<file path="src/rtl/mem_arb_pkg.sv">
// Shared types and defaults for the unified-memory arbiter.
package mem_arb_pkg;

  localparam int DEF_ADDR_W     = 32;
  localparam int DEF_DATA_W     = 32;
  localparam int DEF_RD_LATENCY = 1;
  localparam int DEF_MAX_STARVE = 4;

  // Which requester a read belongs to.
  typedef enum logic [1:0] {
    OWN_NONE = 2'd0,
    OWN_IF   = 2'd1,
    OWN_D    = 2'd2
  } owner_e;

  // Which requester wins a read-port conflict.
  typedef enum logic {
    D_PRI = 1'b0,
    F_PRI = 1'b1
  } pri_e;

  // One in-flight read as it travels toward the data return point.
  typedef struct packed {
    logic   valid;
    owner_e owner;
  } rd_tag_t;

  // Build the tag for a read issued on behalf of 'owner' (OWN_NONE = no read).
  function automatic rd_tag_t read_tag(input owner_e owner);
    rd_tag_t t;
    t.valid = (owner != OWN_NONE);
    t.owner = owner;
    return t;
  endfunction

endpackage

</file>
<file path="src/rtl/rd_tag_pipe.sv">
// Delays the issue tag of each read so it lines up with the cycle in which
// the memory's read data can be captured. Stage 0 is the issue tag itself
// (data is capturable at the edge closing the issue cycle), so DEPTH stages
// need DEPTH-1 registers.
module rd_tag_pipe
  import mem_arb_pkg::*;
#(
  parameter int DEPTH = DEF_RD_LATENCY
) (
  input  logic    clk_i,
  input  logic    rst_i,
  input  rd_tag_t tag_i,
  output rd_tag_t tag_o
);

  generate
    if (DEPTH <= 1) begin : g_direct
      logic unused_clk_rst;
      assign unused_clk_rst = clk_i ^ rst_i;
      assign tag_o = tag_i;
    end else begin : g_shift
      rd_tag_t stage_q [DEPTH-1];

      // Shift tags one stage per cycle; reset drops everything in flight.
      always_ff @(posedge clk_i) begin
        if (rst_i) begin
          for (int i = 0; i < DEPTH - 1; i++) begin
            stage_q[i] <= '0;
          end
        end else begin
          stage_q[0] <= tag_i;
          for (int i = 1; i < DEPTH - 1; i++) begin
            stage_q[i] <= stage_q[i-1];
          end
        end
      end

      assign tag_o = stage_q[DEPTH-2];
    end
  endgenerate

endmodule

</file>
<file path="src/rtl/mem_arbiter.sv">
// Arbitrates one unified memory (separate read and write ports) between the
// instruction-fetch and load/store requesters, with bounded IF starvation.
module mem_arbiter
  import mem_arb_pkg::*;
#(
  parameter int ADDR_W     = DEF_ADDR_W,
  parameter int DATA_W     = DEF_DATA_W,
  parameter int RD_LATENCY = DEF_RD_LATENCY,
  parameter int MAX_STARVE = DEF_MAX_STARVE
) (
  input  logic              clk,
  input  logic              rst,
  input  logic              if_req,
  input  logic [ADDR_W-1:0] if_addr,
  output logic              if_gnt,
  output logic              if_rvalid,
  output logic [DATA_W-1:0] if_rdata,
  input  logic              d_req,
  input  logic              d_we,
  input  logic [ADDR_W-1:0] d_addr,
  input  logic [DATA_W-1:0] d_wdata,
  output logic              d_gnt,
  output logic              d_rvalid,
  output logic [DATA_W-1:0] d_rdata,
  output logic [ADDR_W-1:0] mem_raddr,
  input  logic [DATA_W-1:0] mem_rdata,
  output logic [ADDR_W-1:0] mem_waddr,
  output logic [DATA_W-1:0] mem_wdata,
  output logic              mem_wen
);

  localparam int              CNT_W   = $clog2(MAX_STARVE + 1);
  localparam logic [CNT_W-1:0] CNT_MAX = CNT_W'(MAX_STARVE);
  localparam logic [CNT_W-1:0] CNT_ONE = CNT_W'(1);

  pri_e              pri_q, pri_d;
  logic [CNT_W-1:0]  cnt_q, cnt_d;
  logic              if_gnt_s, d_gnt_s;
  rd_tag_t           issue_tag_s, exit_tag_s;
  logic              if_rvalid_q, d_rvalid_q;
  logic [DATA_W-1:0] if_rdata_q, d_rdata_q;

  // Decide grants: a D write shares the cycle with an IF read unless both
  // hit the same address, in which case IF waits so it reads the new data.
  always_comb begin
    if_gnt_s = 1'b0;
    d_gnt_s  = 1'b0;
    if (rst) begin
      if_gnt_s = 1'b0;
      d_gnt_s  = 1'b0;
    end else if (d_req && d_we) begin
      d_gnt_s  = 1'b1;
      if_gnt_s = if_req && (if_addr != d_addr);
    end else if (d_req && if_req) begin
      if (pri_q == F_PRI) begin
        if_gnt_s = 1'b1;
      end else begin
        d_gnt_s = 1'b1;
      end
    end else begin
      if_gnt_s = if_req;
      d_gnt_s  = d_req;
    end
  end

  // Drive the memory ports from the grants; idle ports read as zero.
  always_comb begin
    mem_raddr   = '0;
    mem_waddr   = '0;
    mem_wdata   = '0;
    mem_wen     = 1'b0;
    issue_tag_s = read_tag(OWN_NONE);
    if (if_gnt_s) begin
      mem_raddr   = if_addr;
      issue_tag_s = read_tag(OWN_IF);
    end else if (d_gnt_s && !d_we) begin
      mem_raddr   = d_addr;
      issue_tag_s = read_tag(OWN_D);
    end else begin
      mem_raddr   = '0;
      issue_tag_s = read_tag(OWN_NONE);
    end
    if (d_gnt_s && d_we) begin
      mem_wen   = 1'b1;
      mem_waddr = d_addr;
      mem_wdata = d_wdata;
    end else begin
      mem_wen = 1'b0;
    end
  end

  // Next starvation count and next priority state. Switching to F_PRI on
  // the count about to reach MAX_STARVE lets IF win in the very next cycle.
  always_comb begin
    cnt_d = cnt_q;
    pri_d = pri_q;
    if (if_req && !if_gnt_s) begin
      if (cnt_q != CNT_MAX) begin
        cnt_d = cnt_q + CNT_ONE;
      end else begin
        cnt_d = cnt_q;
      end
    end else begin
      cnt_d = '0;
    end
    case (pri_q)
      D_PRI:   pri_d = (cnt_d == CNT_MAX) ? F_PRI : D_PRI;
      F_PRI:   pri_d = if_gnt_s ? D_PRI : F_PRI;
      default: pri_d = D_PRI;
    endcase
  end

  // Priority state machine and starvation counter.
  always_ff @(posedge clk) begin
    if (rst) begin
      pri_q <= D_PRI;
      cnt_q <= '0;
    end else begin
      pri_q <= pri_d;
      cnt_q <= cnt_d;
    end
  end

  rd_tag_pipe #(
    .DEPTH (RD_LATENCY)
  ) u_tag_pipe (
    .clk_i (clk),
    .rst_i (rst),
    .tag_i (issue_tag_s),
    .tag_o (exit_tag_s)
  );

  // Capture returning read data for the owner of the exiting tag; rdata
  // holds between pulses.
  always_ff @(posedge clk) begin
    if (rst) begin
      if_rvalid_q <= 1'b0;
      d_rvalid_q  <= 1'b0;
      if_rdata_q  <= '0;
      d_rdata_q   <= '0;
    end else begin
      if_rvalid_q <= exit_tag_s.valid && (exit_tag_s.owner == OWN_IF);
      d_rvalid_q  <= exit_tag_s.valid && (exit_tag_s.owner == OWN_D);
      if (exit_tag_s.valid && (exit_tag_s.owner == OWN_IF)) begin
        if_rdata_q <= mem_rdata;
      end else begin
        if_rdata_q <= if_rdata_q;
      end
      if (exit_tag_s.valid && (exit_tag_s.owner == OWN_D)) begin
        d_rdata_q <= mem_rdata;
      end else begin
        d_rdata_q <= d_rdata_q;
      end
    end
  end

  assign if_gnt    = if_gnt_s;
  assign d_gnt     = d_gnt_s;
  assign if_rvalid = if_rvalid_q;
  assign if_rdata  = if_rdata_q;
  assign d_rvalid  = d_rvalid_q;
  assign d_rdata   = d_rdata_q;

endmodule

</file>
<file path="config.mk">
export PLATFORM = sky130hd
export DESIGN_NAME = mem_arbiter
export DESIGN_NICKNAME = d
export VERILOG_FILES = /design/src/rtl/mem_arb_pkg.sv /design/src/rtl/rd_tag_pipe.sv /design/src/rtl/mem_arbiter.sv
export SDC_FILE = /design/constraint.sdc
export NUM_CORES = 1
export LEC_CHECK = 0
export CAP_MARGIN = 10
export CELL_PAD_IN_SITES_DETAIL_PLACEMENT = 1
export CELL_PAD_IN_SITES_GLOBAL_PLACEMENT = 1
export CORE_MARGIN = 5
export CORE_UTILIZATION = 22
export DETAILED_ROUTE_END_ITERATION = 8
export PLACE_DENSITY_LB_ADDON = 0.1
export SYNTH_ARGS = -nofsm -noshare
export SYNTH_HDL_FRONTEND = slang
export SYNTH_SLANG_ARGS = --single-unit
</file>
<file path="constraint.sdc">
create_clock -name clk -period 2.6 [get_ports clk]
set_clock_uncertainty 0.15 [all_clocks]
set_input_delay 0.52 -clock clk [delete_from_list [all_inputs] [get_ports clk]]
set_output_delay 0.52 -clock clk [all_outputs]
set_load 0.05 [all_outputs]
</file>
==> results_dict.tcl, run 1 <==
set metrics [dict create \
    status "complete, but fails checks" \
    violations "negative setup slack" \
    routabilityCongestion 0.868 \
    grt_pass1_wl_mm 37.4 \
    ff2ff_path_depth 7 \
    routed_via_density 4.90 \
    initial_core_util_pct 22.2 \
    drt-total-wl_mm 25.7 \
    critPathArrivalTime_ns 2.56 \
    track_usage_pct 20.1 \
    syn_avg_cell_area_sq_um 7.53 \
    die_y_microns 152 \
    nNetsFinal 1045 \
    yosysTopAreaCellShare_pct 31.4 \
    yosysTopAreaCell "dfxtp_1" \
    start_kind "input pin" \
    worstPathCellList "dlygate4sd2_1 -> xor2_1 -> nor4_2 -> nand3_2 -> or3_4 -> clkbuf_16 -> buf_8 -> a32o_2 -> buf_8" \
    cts_max_path_buffers 2 \
    core-area_sq_um 20100 \
    cp-startpoint "d_addr[27]" \
    syn_to_final_growth_pct 111 \
    min_delay_path_depth 2 \
    worst_slack_ns -0.632 \
    required_ns 1.93 \
    dieArea_sq_um 23200 \
    final_cell_mix "132 x nand2_1, 131 x clkdlybuf4s50_1, 73 x buf_12" \
    grt_pass1_vias 6381 \
    syn-instance-count 593 \
    first_pass_iters 4 \
    ir_drop_v 0.000269 \
    cts_tree "built" \
    placed_area_sq_um 8650 \
    vias 5820 \
    stdcell_area_sq_um 9420 \
    crit_slowest_cell "or3_4" \
    instances_no_fill 1187 \
    numCtsBuffers 9 \
    clock-sinks 70 \
    synthTopCellsByArea "dfxtp_1 31%, nand2_1 11%, and2_1 9.2%" \
    wl_per_cell_microns 21.7 \
    maxCapViolations 0 \
    period_share_pct 124 \
    final_util_pct 46.9 \
    max_stage_delay_ns 0.39 \
    worst_setup_path_end_kind "primary output" \
    final_layout_size_suffix_gt1_share_pct 27.9 \
    slew_viol_final 0 \
    hold_path.class "reg2reg" \
    fp.dieW_microns 152 \
    ys_seq_area_share_pct 31.4 \
    grt_start_max_net_pins 65 \
    r2r-end "if_rdata[14]" \
    clock.fmax_mhz 309 \
    cts_hold_buf 0 \
    dp_cells 1158 \
    pwr_density_cell_nw_per_um2 399 \
    ios 298 \
    ant_nets 0 \
    finalSetupViolCount 33 \
    gr-total-overflow 0 \
    synth_cell_types 32 \
    dp_slack_ns -0.939 \
    drt_drc_violations_left 0 \
    tightest_slew_ns 0.619 \
    clock_latency_ns 0.32 \
    critPathKind "in2out" \
    rows 52 \
    endpoint "mem_raddr[18]" \
    slew_headroom_pct 58.7 \
    port-buffer-count 297 \
    hold_viol_final 0 \
    p_leak_nw 4.17 \
    yosys_warnings 0 \
    r2r_start "pri_q" \
    dp_hpwl_mm 19.4 \
    synth_seq_cells 70 \
    layout_commonest_cell "nand2_1" \
    syn_area_sq_um 4470 \
    antenna_found_initial 3 \
    p_total_mw 3.76 \
    syn-num-nets 728 \
    drt_iter0_drc 144 \
    worstPathMaxFanout 8 \
    rsz0062_at_grt "yes" \
    rrSetupSlack_ns 0.63 \
    cpMostUsedCell "buf_8" \
    path_clk_slew_ns 0.06 \
    period_needed_ns 3.23 \
    cts_root_buffer "clkbuf_16" \
    htree_levels 3 \
]
-- worst min-delay path by stage --
stage,from,endpoint
finish,d_rdata[4],d_rdata[4]
global route,d_rdata[4],d_rdata[4]
CTS,d_rdata[4],d_rdata[4]
detailed placement,d_rdata[4],d_rdata[4]
global placement,d_rdata[12],d_rdata[12]
floorplan,cnt_q[2],cnt_q[2]
-- routing by layer --
layer  wire length [microns]  part of all wire, %  up-vias  global-route usage (%)
li1                        -                    -     2767                       -
met1                   10100                   39     2817                    22.4
met2                   13100                   51      197                    36.4
met3                    1960                  7.6       35                    7.21
met4                     611                  2.4        4                    5.26
met5                      19                0.074        -                       0
-- timing repair --
item | in CTS | in global routing
endpoints found under the setup margin | 133 | 124
pin swaps | 6 | 25
buffers inserted | 1 | 6
gates cloned | 0 | 5
gates resized for setup | 53 | 101
-- cells in the mapped netlist --
cell type and count:
nand2_1 132, dfxtp_1 70, and2_1 66, clkbuf_1 41, a21oi_1 35, a32o_1 32
and3_1 32, o2111ai_1 32, o21ai_0 32, or4_1 32, xor2_1 31, buf_2 14
nor4_1 7, inv_1 6, buf_1 4, clkbuf_2 3, nor2_1 3, a31oi_1 2
buf_6 2, ha_1 2, mux2i_1 2, nand4_1 2, xnor2_1 2, a211o_1 1
a211oi_2 1, a21boi_0 1, nand3_1 1, nand3b_1 1, nor2b_1 1, nor3_1 1
o211ai_1 1, or3_1 1
-- layout make-up --
class,instances,area (sq um)
antenna,2,5.00
fill,2241,10700
tap,270,338
multi-input combinational,453,2910
clock buffer,9,225
sequential,70,1400
clock inverter,7,72.6
inverter,6,22.5
timing repair buffer,370,4450
-- registers in the layout (all words and copies together) (netlist names) --
register / count
if_rvalid: 1
d_rdata: 32
cnt_q: 3
d_rvalid: 1
if_rdata: 32
pri_q: 1
-- kinds of logic after synthesis --
family | count (synthesis) | synth area share, %
AOI/OAI and AO/OA | 137 | 22.1
xor gates and xnor gates | 33 | 6.47
adders and majority gates | 2 | 0.560
buffers and inverters | 70 | 6.70
DFF | 70 | 31.4
muxes | 2 | 0.448
and+or+nand+nor | 279 | 32.4
-- power breakdown --
group	total (mW)	leakage (nW)	internal (mW)	switching, mW
sequential	1.16	0.573	1.13	0.0327
combinational	1.36	3.46	0.588	0.768
clock	1.24	0.142	0.744	0.495
-- critical path, delay by kind of cell --
kind | cells | cell delay (ns)
xor+xnor | 1 | 0.16
buf+inv | 4 | 0.73
compound gates | 1 | 0.28
simple gates | 3 | 0.87
-- stage by stage --
| stage | TNS (ns) | hold slack [ns] |
|---|---|---|
| floorplan | -2.98 | 0.421 |
| global route | -20.11 | 0.332 |
| finish | -17.60 | 0.302 |
| CTS | -24.34 | 0.306 |
| global placement | -47.63 | 0.292 |
| detailed placement | -56.02 | 0.298 |
No activity file was read; power rests on OpenSTA's default activity.
==> inputs of run 2 (changes only) <==
- ABC_AREA: unset -> 1
- ABC_CLOCK_PERIOD_IN_PS: unset -> 2600
- CORE_UTILIZATION: 22 -> 19
==> results_dict.tcl, run 2 <==
set metrics [dict create \
    status "complete, but fails checks" \
    violations "negative setup slack" \
    grt_start_max_net_pins 40 \
    synth_flop_cell "dfxtp_1" \
    max_stage_delay_ns 0.26 \
    clock.fmax_mhz 384 \
    final_layout_size_suffix_gt1_share_pct 38.5 \
    start_kind "input pin" \
    critPathKind "in2out" \
    gr-total-overflow 0 \
    drt-total-wl_mm 23.4 \
    syn_area_sq_um 3900 \
    worstPathMaxFanout 8 \
    slew_headroom_pct 61.1 \
    synth_edf_count 0 \
    syn_to_final_growth_pct 144 \
    grt_pass1_vias 6109 \
    cts_tree "built" \
    cpMostUsedCell "buf_12" \
    htree_levels 3 \
    synthTopCellsByArea "dfxtp_1 36%, nor2_1 20%, nand2_1 9.0%" \
    synth_async_sr_flop_share_pct 0 \
    p_total_mw 4.04 \
    path_clk_slew_ns 0.06 \
    hold_viol_final 0 \
    layout_commonest_cell "nor2_1" \
    die_y_microns 153 \
    crit_slowest_cell "nand4_1" \
    rows 52 \
    period_share_pct 100 \
    yosysMostFrequentCell "nor2_1" \
    tightest_slew_ns 0.582 \
    ir_drop_v 0.000249 \
    synthTopCellsByCount "209 x nor2_1, 94 x nand2_1, 72 x inv_1, 70 x dfxtp_1" \
    drt_iter0_drc 108 \
    maxCapViolations 0 \
    port-buffer-count 297 \
    clock_latency_ns 0.33 \
    wl_per_cell_microns 18.7 \
    numCtsBuffers 9 \
    yosysTopAreaCellShare_pct 35.9 \
    num-fill-cells 2390 \
    clock-sinks 70 \
    syn-instance-count 627 \
    first_pass_iters 4 \
    yosysTopAreaCell "dfxtp_1" \
    synth_cell_types 20 \
    fp.dieW_microns 153 \
    slew_viol_final 0 \
    stdcell_area_sq_um 9520 \
    ys_seq_area_share_pct 35.9 \
    finalSetupViolCount 5 \
    synth_seq_cells 70 \
    track_usage_pct 19.5 \
    syn_avg_cell_area_sq_um 6.23 \
    core-area_sq_um 20200 \
    grt_pass1_wl_mm 35.8 \
    worst_slack_ns -0.00662 \
    period_needed_ns 2.61 \
    cts_root_buffer "clkbuf_16" \
    routabilityCongestion 0.822 \
    drt_drc_violations_left 0 \
    dp_slack_ns -0.694 \
    required_ns 1.93 \
    p_leak_nw 4.19 \
    dieArea_sq_um 23500 \
    instances_no_fill 1248 \
    syn-num-nets 762 \
    initial_core_util_pct 19.3 \
    worst_setup_path_end_kind "primary output" \
    hold-worst-slack_ns 0.328 \
    routed_via_density 4.31 \
    rsz0062_at_grt "yes" \
    yosys_warnings 0 \
    critPathArrivalTime_ns 1.94 \
    final_util_pct 47.0 \
    final_cell_mix "154 x nor2_1, 130 x clkdlybuf4s50_1, 104 x buf_12" \
    tns_ns -0.0226 \
    placed_area_sq_um 8640 \
    ios 298 \
    antenna_found_initial 7 \
    nNetsFinal 1106 \
    worstPathCellList "buf_6 -> xnor2_2 -> nand4_1 -> nor2_4 -> nand3_4 -> nand2_8 -> buf_12 -> o22ai_4 -> buf_12" \
    dp_hpwl_mm 18.3 \
    hold_path.class "reg2reg" \
    ant_nets 0 \
    vias 5373 \
    cts_hold_buf 0 \
    dp_cells 1200 \
    pwr_density_cell_nw_per_um2 425 \
    cts_max_path_buffers 2 \
]
==> run 2: cell types whose count changed in the layout (fill, tap and decap cells not counted), moves of 35 or more <==
cell	before	now
nor2_2	0	41
inv_1	4	65
and2_1	63	0
nor2_1	2	154
a21oi_1	35	0
nand2_1	132	71
dlymetal6s2s_1	41	0
==> run 2: what timing repair did <==
action                                  CTS  global route
pin swaps                                49            30
setup buffers                            26             1
endpoints found under the hold margin     0             0
gates cloned                              3             0
resized for setup                       286            54
endpoints found under the setup margin  119            39
==> run 2: final cells by class <==
type | instances | area, sq um | area share [%]
well taps | 270 | 338 | 3.55
flip-flops and latches | 70 | 1400 | 14.7
diodes | 2 | 5.00 | 0.0526
repair buffers | 368 | 4400 | 46.2
clock inverters | 7 | 103 | 1.08
clock buffers | 9 | 225 | 2.37
inverters | 79 | 315 | 3.31
repair inverters | 1 | 16.3 | 0.171
multi-input cells | 442 | 2720 | 28.5
==> run 2: worst max-delay path, delay by kind of cell <==
kind / cells / cell delay, ns
AOI/OAI and AO/OA: 1 / 0.08
xor gates and xnor gates: 1 / 0.14
buffers and inverters: 3 / 0.42
and+or+nand+nor: 4 / 0.76
==> run 2: path summary, 6_finish.rpt <==
path	depth (start not counted)	endpoint	slack [ns]	start
worst max-delay path	9	mem_raddr[6]	-0.007	d_addr[25]
worst min-delay path	2	if_rdata[16]	0.33	if_rdata[16]
worst max register to register	8	if_rdata[19]	0.71	pri_q
worst min register to register	2	if_rdata[16]	0.33	if_rdata[16]
==> run 2: per-layer routing <==
layer / part of all wire, % / global-route usage, % / vias up
met3: 9.2 / 8.71 / 42
li1: - / - / 2596
met4: 3.3 / 7.65 / 8
met1: 34 / 19.0 / 2529
met2: 53 / 35.9 / 198
met5: 0.23 / 0 / -
==> run 2: cell families (layout without fill, tap and decap cells) <==
| family | Yosys count | after routing | share of synthesized area [%] |
|---|---|---|---|
| AO/OA/AOI/OAI | 66 | 66 | 8.75 |
| XOR/XNOR | 26 | 26 | 5.83 |
| adder cells (fa/ha/maj) | 2 | 2 | 0.641 |
| buffers and inverters | 115 | 464 | 11.4 |
| flip-flops | 70 | 70 | 35.9 |
| other | 0 | 2 | 0 |
| AND/OR/NAND/NOR | 348 | 348 | 37.5 |
==> run 2: report_power, final <==
part           total (mW)  internal, mW  switching [mW]
Clock                1.35         0.851           0.498
Combinational        1.53         0.663           0.866
Sequential           1.16          1.13          0.0311
Total                4.04          2.65            1.40
